$ cat config.mk
export PLATFORM = sky130hd
export DESIGN_NAME = tetris_vga_render
export DESIGN_NICKNAME = d
export VERILOG_FILES = /design/src/rtl/tetris_vga_render.sv
export SDC_FILE = /design/constraint.sdc
export NUM_CORES = 2
export LEC_CHECK = 0
export CORE_AREA = 2 2 326 328
export CTS_BUF_LIST = sky130_fd_sc_hd__clkbuf_16
export DETAILED_ROUTE_END_ITERATION = 6
export DIE_AREA = 0 0 328 330
export SLEW_MARGIN = 40
export SYNTH_ARGS = -nofsm -noshare
export SYNTH_HDL_FRONTEND = slang
export SYNTH_SLANG_ARGS = --single-unit
export TNS_END_PERCENT = 100
$ cat constraint.sdc
create_clock -name gm_clk -period 4.6 [get_ports gm_clk]
set_input_delay 0.46 -clock gm_clk [delete_from_list [all_inputs] [get_ports gm_clk]]
set_output_delay 0.46 -clock gm_clk [all_outputs]
set_load 0.01 [all_outputs]
$ cat src/rtl/tetris_vga_render.sv
// tetris_vga_render: 640x480@60 VGA renderer for the Tetris playfield.
//
// Takes a copy of the game grid and score once per frame, during vertical blank.
// From that copy it draws the 10x20 playfield with 16-pixel cells, a 4-pixel border
// and a 16-square binary score bar. The pixel rate is derived from the 100 MHz gm_clk.
//
// Ports:
//   gm_clk        system clock; all logic runs on it
//   gm_rst        synchronous active-high reset
//   grid          [row][col] 4-bit colour codes, row 0 at the top
//   score         16-bit score, MSB drawn leftmost
//   vga_r/g/b     4-bit colour channels
//   vga_hs/vs     active-low syncs, aligned with the colour outputs
//   frame_start   one-cycle pulse on the snapshot cycle (h==0, v==480)
module tetris_vga_render #(
    parameter int unsigned CLK_DIV = 4,
    parameter int unsigned PF_X    = 240,
    parameter int unsigned PF_Y    = 80
) (
    input  logic                   gm_clk,
    input  logic                   gm_rst,
    input  logic [19:0][9:0][3:0]  grid,
    input  logic [15:0]            score,
    output logic [3:0]             vga_r,
    output logic [3:0]             vga_g,
    output logic [3:0]             vga_b,
    output logic                   vga_hs,
    output logic                   vga_vs,
    output logic                   frame_start
);

    localparam int unsigned DivW = (CLK_DIV > 1) ? $clog2(CLK_DIV) : 1;
    localparam logic [DivW-1:0] DivLast = DivW'(CLK_DIV - 1);

    localparam logic [9:0] HLast     = 10'd799;
    localparam logic [9:0] VLast     = 10'd524;
    localparam logic [9:0] HVis      = 10'd640;
    localparam logic [9:0] VVis      = 10'd480;
    localparam logic [9:0] HSyncBeg  = 10'd656;
    localparam logic [9:0] HSyncEnd  = 10'd751;
    localparam logic [9:0] VSyncBeg  = 10'd490;
    localparam logic [9:0] VSyncEnd  = 10'd491;
    localparam logic [9:0] SnapLine  = 10'd480;

    localparam logic [9:0] PfX0  = 10'(PF_X);
    localparam logic [9:0] PfX1  = 10'(PF_X + 160);
    localparam logic [9:0] PfY0  = 10'(PF_Y);
    localparam logic [9:0] PfY1  = 10'(PF_Y + 320);
    localparam logic [9:0] BrdX0 = 10'(PF_X - 4);
    localparam logic [9:0] BrdX1 = 10'(PF_X + 164);
    localparam logic [9:0] BrdY0 = 10'(PF_Y - 4);
    localparam logic [9:0] BrdY1 = 10'(PF_Y + 324);
    localparam logic [9:0] BarY0 = 10'd56;
    localparam logic [9:0] BarY1 = 10'd63;

    typedef enum logic [2:0] {
        ClsBlank,
        ClsBg,
        ClsBorder,
        ClsScoreOn,
        ClsScoreOff,
        ClsCell
    } cls_e;

    // Pixel enable and raster counters
    logic [DivW-1:0] div_q, div_d;
    logic [9:0]      h_q, h_d;
    logic [9:0]      v_q, v_d;
    logic            pix_en;
    logic            snap;

    assign pix_en = (div_q == DivLast);
    assign snap   = pix_en && (h_q == 10'd0) && (v_q == SnapLine);

    always_comb begin
        div_d = div_q + 1'b1;
        h_d   = h_q;
        v_d   = v_q;
        if (pix_en) begin
            div_d = '0;
            if (h_q == HLast) begin
                h_d = '0;
                v_d = (v_q == VLast) ? 10'd0 : v_q + 10'd1;
            end else begin
                h_d = h_q + 10'd1;
            end
        end
    end

    always_ff @(posedge gm_clk) begin
        if (gm_rst) begin
            div_q <= '0;
            h_q   <= '0;
            v_q   <= '0;
        end else begin
            div_q <= div_d;
            h_q   <= h_d;
            v_q   <= v_d;
        end
    end

    // Shadow copies: rendering never reads the live inputs, so a frame cannot tear
    logic [19:0][9:0][3:0] shadow_q;
    logic [15:0]           score_sh_q;

    always_ff @(posedge gm_clk) begin
        if (gm_rst) begin
            shadow_q   <= '0;
            score_sh_q <= '0;
        end else if (snap) begin
            shadow_q   <= grid;
            score_sh_q <= score;
        end
    end

    assign frame_start = snap;

    // Stage 1: classify the pixel at (h_q, v_q)
    logic [7:0] sx;
    logic [8:0] sy;
    logic [3:0] bar_k;
    logic [7:0] bar_lx;
    logic       in_x, in_y, in_brd, in_bar_row;
    cls_e       cls_q, cls_d;
    logic [3:0] code_q, code_d;
    logic       gap_q, gap_d;
    logic       hs1_q, hs1_d;
    logic       vs1_q, vs1_d;

    // Offsets are only meaningful inside the playfield columns/rows they are used for
    assign sx     = 8'(h_q - PfX0);
    assign sy     = 9'(v_q - PfY0);
    assign bar_k  = 4'(sx / 8'd10);
    assign bar_lx = sx % 8'd10;

    assign in_x       = (h_q >= PfX0) && (h_q < PfX1);
    assign in_y       = (v_q >= PfY0) && (v_q < PfY1);
    assign in_brd     = (h_q >= BrdX0) && (h_q < BrdX1) && (v_q >= BrdY0) && (v_q < BrdY1);
    assign in_bar_row = (v_q >= BarY0) && (v_q <= BarY1);

    always_comb begin
        cls_d  = ClsBg;
        code_d = 4'd0;
        gap_d  = 1'b0;
        hs1_d  = !((h_q >= HSyncBeg) && (h_q <= HSyncEnd));
        vs1_d  = !((v_q >= VSyncBeg) && (v_q <= VSyncEnd));
        if ((h_q >= HVis) || (v_q >= VVis)) begin
            cls_d = ClsBlank;
        end else if (in_x && in_y) begin
            cls_d  = ClsCell;
            code_d = shadow_q[sy[8:4]][sx[7:4]];
            gap_d  = (sx[3:0] == 4'hF) || (sy[3:0] == 4'hF);
        end else if (in_brd) begin
            cls_d = ClsBorder;
        end else if (in_bar_row && in_x && (bar_lx < 8'd8)) begin
            // Square k shows bit 15-k so the MSB is leftmost
            cls_d = score_sh_q[4'd15 - bar_k] ? ClsScoreOn : ClsScoreOff;
        end
    end

    always_ff @(posedge gm_clk) begin
        if (gm_rst) begin
            cls_q  <= ClsBlank;
            code_q <= 4'd0;
            gap_q  <= 1'b0;
            hs1_q  <= 1'b1;
            vs1_q  <= 1'b1;
        end else if (pix_en) begin
            cls_q  <= cls_d;
            code_q <= code_d;
            gap_q  <= gap_d;
            hs1_q  <= hs1_d;
            vs1_q  <= vs1_d;
        end
    end

    // Stage 2: class to colour; syncs ride along one more stage to stay aligned
    logic [11:0] rgb_q, rgb_d;
    logic        hs2_q, vs2_q;

    always_comb begin
        rgb_d = 12'h000;
        case (cls_q)
            ClsBorder:   rgb_d = 12'hFFF;
            ClsScoreOn:  rgb_d = 12'hFFF;
            ClsScoreOff: rgb_d = 12'h333;
            ClsCell: begin
                if (!gap_q) begin
                    case (code_q)
                        4'd0:    rgb_d = 12'h000;
                        4'd1:    rgb_d = 12'h0FF;
                        4'd2:    rgb_d = 12'hFF0;
                        4'd3:    rgb_d = 12'hA0F;
                        4'd4:    rgb_d = 12'hF80;
                        4'd5:    rgb_d = 12'h00F;
                        4'd6:    rgb_d = 12'h0F0;
                        4'd7:    rgb_d = 12'hF00;
                        default: rgb_d = 12'h888;
                    endcase
                end
            end
            default: rgb_d = 12'h000;
        endcase
    end

    always_ff @(posedge gm_clk) begin
        if (gm_rst) begin
            rgb_q <= 12'h000;
            hs2_q <= 1'b1;
            vs2_q <= 1'b1;
        end else if (pix_en) begin
            rgb_q <= rgb_d;
            hs2_q <= hs1_q;
            vs2_q <= vs1_q;
        end
    end

    assign vga_r  = rgb_q[11:8];
    assign vga_g  = rgb_q[7:4];
    assign vga_b  = rgb_q[3:0];
    assign vga_hs = hs2_q;
    assign vga_vs = vs2_q;

endmodule

Yosys cells after proc, flatten, opt, wreduce, memory -nomap -nowiden
Memory sizes are Yosys's and may differ from the RTL's. A register that Yosys moved wholly into a read port is not among the register bits.
Index checks and enable logic that the tools add are counted.
{"block": "classes", "add_sub_neg": 6, "multipliers": 0, "div": 2, "magnitude_cmp": 20, "n_eq_ne": 10, "shift": 0, "n_mux": 22, "bitwise_logic": 0, "reduce_logical": 21}
{"cell": "40-bit binary-select mux with 5-bit select", "n": 1}
{"cell": "10-bit by 9-bit < comparator with 1-bit output (second input constant)", "n": 4}
{"cell": "40-bit 2-to-1 mux", "n": 1}
{"cell": "12-bit case mux with 3 select lines", "n": 1}
{"cell": "12-bit 2-to-1 mux", "n": 2}
{"cell": "3-bit 2-to-1 mux", "n": 7}
{"cell": "10-bit by 1-bit adder with 10-bit output (second input constant)", "n": 2}
{"cell": "10-bit equality test (second input constant)", "n": 2}
{"cell": "10-bit greater-or-equal comparator (second input constant)", "n": 2}
{"cell": "10-bit by 7-bit greater-or-equal comparator with 1-bit output (second input constant)", "n": 2}
{"cell": "10-bit by 8-bit greater-or-equal comparator with 1-bit output (second input constant)", "n": 2}
{"cell": "10-bit by 9-bit greater-or-equal comparator with 1-bit output (second input constant)", "n": 2}
{"cell": "10-bit 2-to-1 mux", "n": 2}
{"cell": "4-bit binary-select mux with 4-bit select", "n": 1}
{"cell": "1-bit logical AND", "n": 13}
{"cell": "4-bit 2-to-1 mux", "n": 3}
{"cell": "10-bit by 9-bit equality test with 1-bit output (second input constant)", "n": 1}
{"cell": "10-bit by 6-bit greater-or-equal comparator with 1-bit output (second input constant)", "n": 1}
{"cell": "10-bit less-or-equal comparator (second input constant)", "n": 1}
{"cell": "10-bit by 6-bit less-or-equal comparator with 1-bit output (second input constant)", "n": 1}
{"cell": "10-bit by 9-bit less-or-equal comparator with 1-bit output (second input constant)", "n": 1}
{"cell": "10-bit logical NOT", "n": 1}
{"cell": "4-bit by 5-bit < comparator with 1-bit output (second input constant)", "n": 2}
{"cell": "9-bit by 7-bit subtractor with 9-bit output (second input constant)", "n": 1}
{"cell": "other kinds (17)", "n": 25}
{"block": "totals", "regBits": 862, "latch_bits": 0, "mem_bits_rw": 0, "romBits": 96, "input_bits": 818, "output_inout_bits": 15, "elab_cells": 294, "mem_count": 1}
{"memory": "(name not given)", "depth": 8, "width": 12, "rd": 1, "rd_ports_with_merged_regs": 1, "wr": 0, "line_no": "189", "rtl": "case (code_q)"}

Logic depth before layout (Yosys ltp)
{"block": "logic_depth", "ltp_word": 10, "mapped_depth": 23, "ltp_nobuf": 14}

Worst setup path after synthesis
Ideal clock, no wire load.
{"block": "synth_timing", "kind": "register to register", "start": "register v_q[4]", "end": "register with a tool-made name", "arrival_time_ns": 4.714, "required_time_ns": 4.479, "slack_ns": -0.236, "path_stages_with_launch": 21, "n_path_buf": 10, "path_cell_list": "dfxtp_1 -> buf_6 -> buf_6 -> buf_6 -> buf_6 -> buf_6 -> buf_2 -> inv_1 -> ha_1 -> buf_4 -> buf_2 -> buf_2 -> clkbuf_1 -> mux4_2 -> mux4_2 -> o2bb2ai_1 -> a221oi_1 -> o31ai_1 -> inv_1 -> ha_1 -> mux2_4"}
{"item": "start: declaration", "line_no": "68", "rtl": "logic [9:0] v_q, v_d;"}
{"item": "start signal: assignment", "line_no": "98", "rtl": "v_q <= v_d;"}

==> impl_metrics.json <==
{
  "fin_crit_ps": 4340,
  "hold_viol": 0,
  "finalMaxSlewViolations": 0,
  "die_y_um": 330,
  "postCtsResizedCells": 0,
  "synth_edf_count": 0,
  "crit_chain": "inv_1 > ha_1 > nor2b_1 > nor2_1 > xor2_4 > buf_12 > a21oi_1 > a311o_1 > a311oi_1 > o311ai_0 > ha_1 > mux2_4",
  "muxShareOfSynthArea_pct": 13.7,
  "rsz0062_at_grt": "no",
  "netlist_instances": 4484,
  "ys_seq_area_share_pct": 46.0,
  "critPathMaxFanout": 43,
  "clock_sinks": 865,
  "clock_latency_ps": 680,
  "clkTransAtPathRegs_ps": 60,
  "final_nets": 5929,
  "report.final.setup_viol": 0,
  "antenna_found_initial": 39,
  "async_reset_ff_share_pct": 0,
  "fmax_ghz": 0.230,
  "final_common_cell": "nand2_1",
  "cts_buffers": 96,
  "drtIter0Drc": 3275,
  "crit_required_ps": 5160,
  "drtPass1Iterations": 5,
  "routabilityCongestion": 0.945,
  "max_slew.worst_pin.slew_ps": 854,
  "synthesis.area_per_instance_um2": 8.40,
  "regArea_um2": 17300,
  "synth_simple_gate_area_share_pct": 19.6,
  "htree_levels": 3,
  "wire_per_inst_um": 23.7,
  "ant_nets": 0,
  "slowest_delay_ps": 630,
  "synth_top_family_by_area": "simple AND/OR/NAND/NOR gates",
  "final_layout_size_suffix_gt1_share_pct": 8.78,
  "cts_tree": "done",
  "die_w_um": 328,
  "place_area_um2": 47000,
  "areaGrowthSynthToFinish_pct": 33.8,
  "ios": 833,
  "p_leak_nw": 16.0,
  "skew_ps": 19.8,
  "clockBufferDepth": 3,
  "post-route-util_pct": 48.1,
  "port_buffers": 832,
  "vias_per_cell": 5.30,
  "critPathMostFrequentCell": "ha_1",
  "hold_class": "in2reg",
  "ys_warn_count": 0,
  "start_kind": "register",
  "drcViolationCount": 0,
  "instances_no_fill": 6585,
  "grt_pass1_wl_um": 222000,
  "synth-xor-area-share_pct": 0.512,
  "die_area_um2": 108000,
  "worstPathArrival_ps": 4910,
  "fillerInstances": 10243,
  "multi_input_area_um2": 18700,
  "grt_pass1_vias": 33619,
  "grt_overflow_total": 0,
  "ys_seq_elements": 865,
  "dp_hpwl_um": 116000,
  "track_usage_pct": 27.7,
  "coreArea_um2": 105000,
  "status": "finished clean",
  "holdBufCountCts": 0,
  "relSlewSlack_pct": 43.0,
  "final_cell_mix": "nand2_1, a21oi_1, dfxtp_1",
  "finalWirelength_um": 156000,
  "cp_slowest_cell": "a311oi_1",
  "yosysTopAreaCell": "dfxtp_1",
  "drv_cap": 0,
  "synthAdderAreaFrac_pct": 0.631,
  "synthDominantCellAreaShare_pct": 46.0,
  "ctsRootBufferMaster": "clkbuf_16",
  "postCtsSetupBuffers": 0,
  "path_class": "reg2reg",
  "min_period_over_period_pct": 94.5,
  "synth-compound-area-share_pct": 15.2,
  "synth_cell_types": 77,
  "ys.flop_type": "dfxtp_1",
  "synthTopCellsByArea": "dfxtp_1, nand2_1, mux4_2",
  "finalSetupTns_ps": 0,
  "finish.instance_area_um2": 50400,
  "num_rows": 119,
  "initial_core_util_pct": 36.0,
  "ir_drop_v": 0.000273,
  "end_kind": "register",
  "grt_max_degree": 199,
  "syn_nets": 5321,
  "p_per_area_nw_per_um2": 328,
  "dp.cells": 6382,
  "dr_total_vias": 34913,
  "netlist_area_um2": 37700
}
## cells in the mapped netlist (17+ instances only)
library cell and n:
dfxtp_1 865, mux4_2 219, nand2_1 1749, a31oi_1 20, ha_1 19, inv_1 22
nor2_1 51, clkbuf_1 303, o21ai_0 17, a21oi_1 877, a311oi_1 20, a211oi_1 26
buf_2 46, nand3_1 24
## area by class of cell
cell class / instances / share of cell area [%]
timing repair buffer: 891 / 18.2
inverter: 24 / 0.179
clock inverter: 79 / 1.60
sequential: 865 / 34.4
tap: 1391 / 3.45
multi-input combinational: 3214 / 37.2
antenna: 23 / 0.114
clock buffer: 98 / 4.87
## worst max-delay path: cells and delay by family (launching register included)
kind                       cells  cell delay [ps]
buffers and inverters          2              460
muxes                          1              270
AOI/OAI and AO/OA              4             1350
xor gates and xnor gates       1              430
adders and majority gates      2              630
and+or+nand+nor                2              600
DFF                            1              470
## flip-flops by register name, summed over array words and instances, names as in the netlist, named ones only
| signal | count |
|---|---|
| gap_q | 1 |
| vga_hs | 1 |
| cls_q | 3 |
| h_q | 10 |
| code_q | 4 |
| shadow_q | 800 |
| v_q | 10 |
| hs1_q | 1 |
| vs1_q | 1 |
| div_q | 2 |
| vga_vs | 1 |
| rgb_q | 10 |
| score_sh_q | 16 |
## cell families (layout without fill, tap and decap cells)
group | count (synthesis) | in the layout
buffers and inverters | 405 | 1092
adder cells (fa/ha/maj) | 19 | 19
other | 0 | 23
AO/OA/AOI/OAI | 1041 | 1041
flip-flops | 865 | 865
multiplexers | 234 | 234
XOR/XNOR | 22 | 22
AND/OR/NAND/NOR | 1898 | 1898
## report_power, final
part	switching (mW)	internal [mW]	leakage (nW)	total, mW
Clock	3.31	4.72	1.66	8.03
Sequential	0.00671	7.50	6.97	7.51
Combinational	0.343	0.654	7.37	0.997
## path summary, 6_finish.rpt
| check | cells after the start | end | slack, ps | start |
|---|---|---|---|---|
| setup / recovery | 12 | register | 260 | v_q[5] |
| hold / removal | 2 | shadow_q[714] | 220 | gm_rst |
| setup reg to reg | 12 | register | 260 | v_q[5] |
| hold reg to reg | 1 | div_q[0] | 420 | div_q[0] |
## metrics by stage
step | power (mW) | setup WS, ps | hold WS [ps]
after floorplan | 7.81 | 3.78 | 398
after global placement | 8.66 | 384 | 408
after detailed placement | 8.66 | 296 | 417
after CTS | 16.7 | 262 | 184
after global routing | 17.0 | 42.3 | 209
final | 16.5 | 255 | 218
## routing by layer
layer  vias to the layer above  track usage (%)  share of wire (%)
met3                       237             4.06                5.5
met5                         -                0              0.047
met1                     16996             35.8                 41
met4                        12             11.5                3.8
li1                      16500                -                  -
met2                      1168             46.5                 49
(Power assumes the default switching activity.)
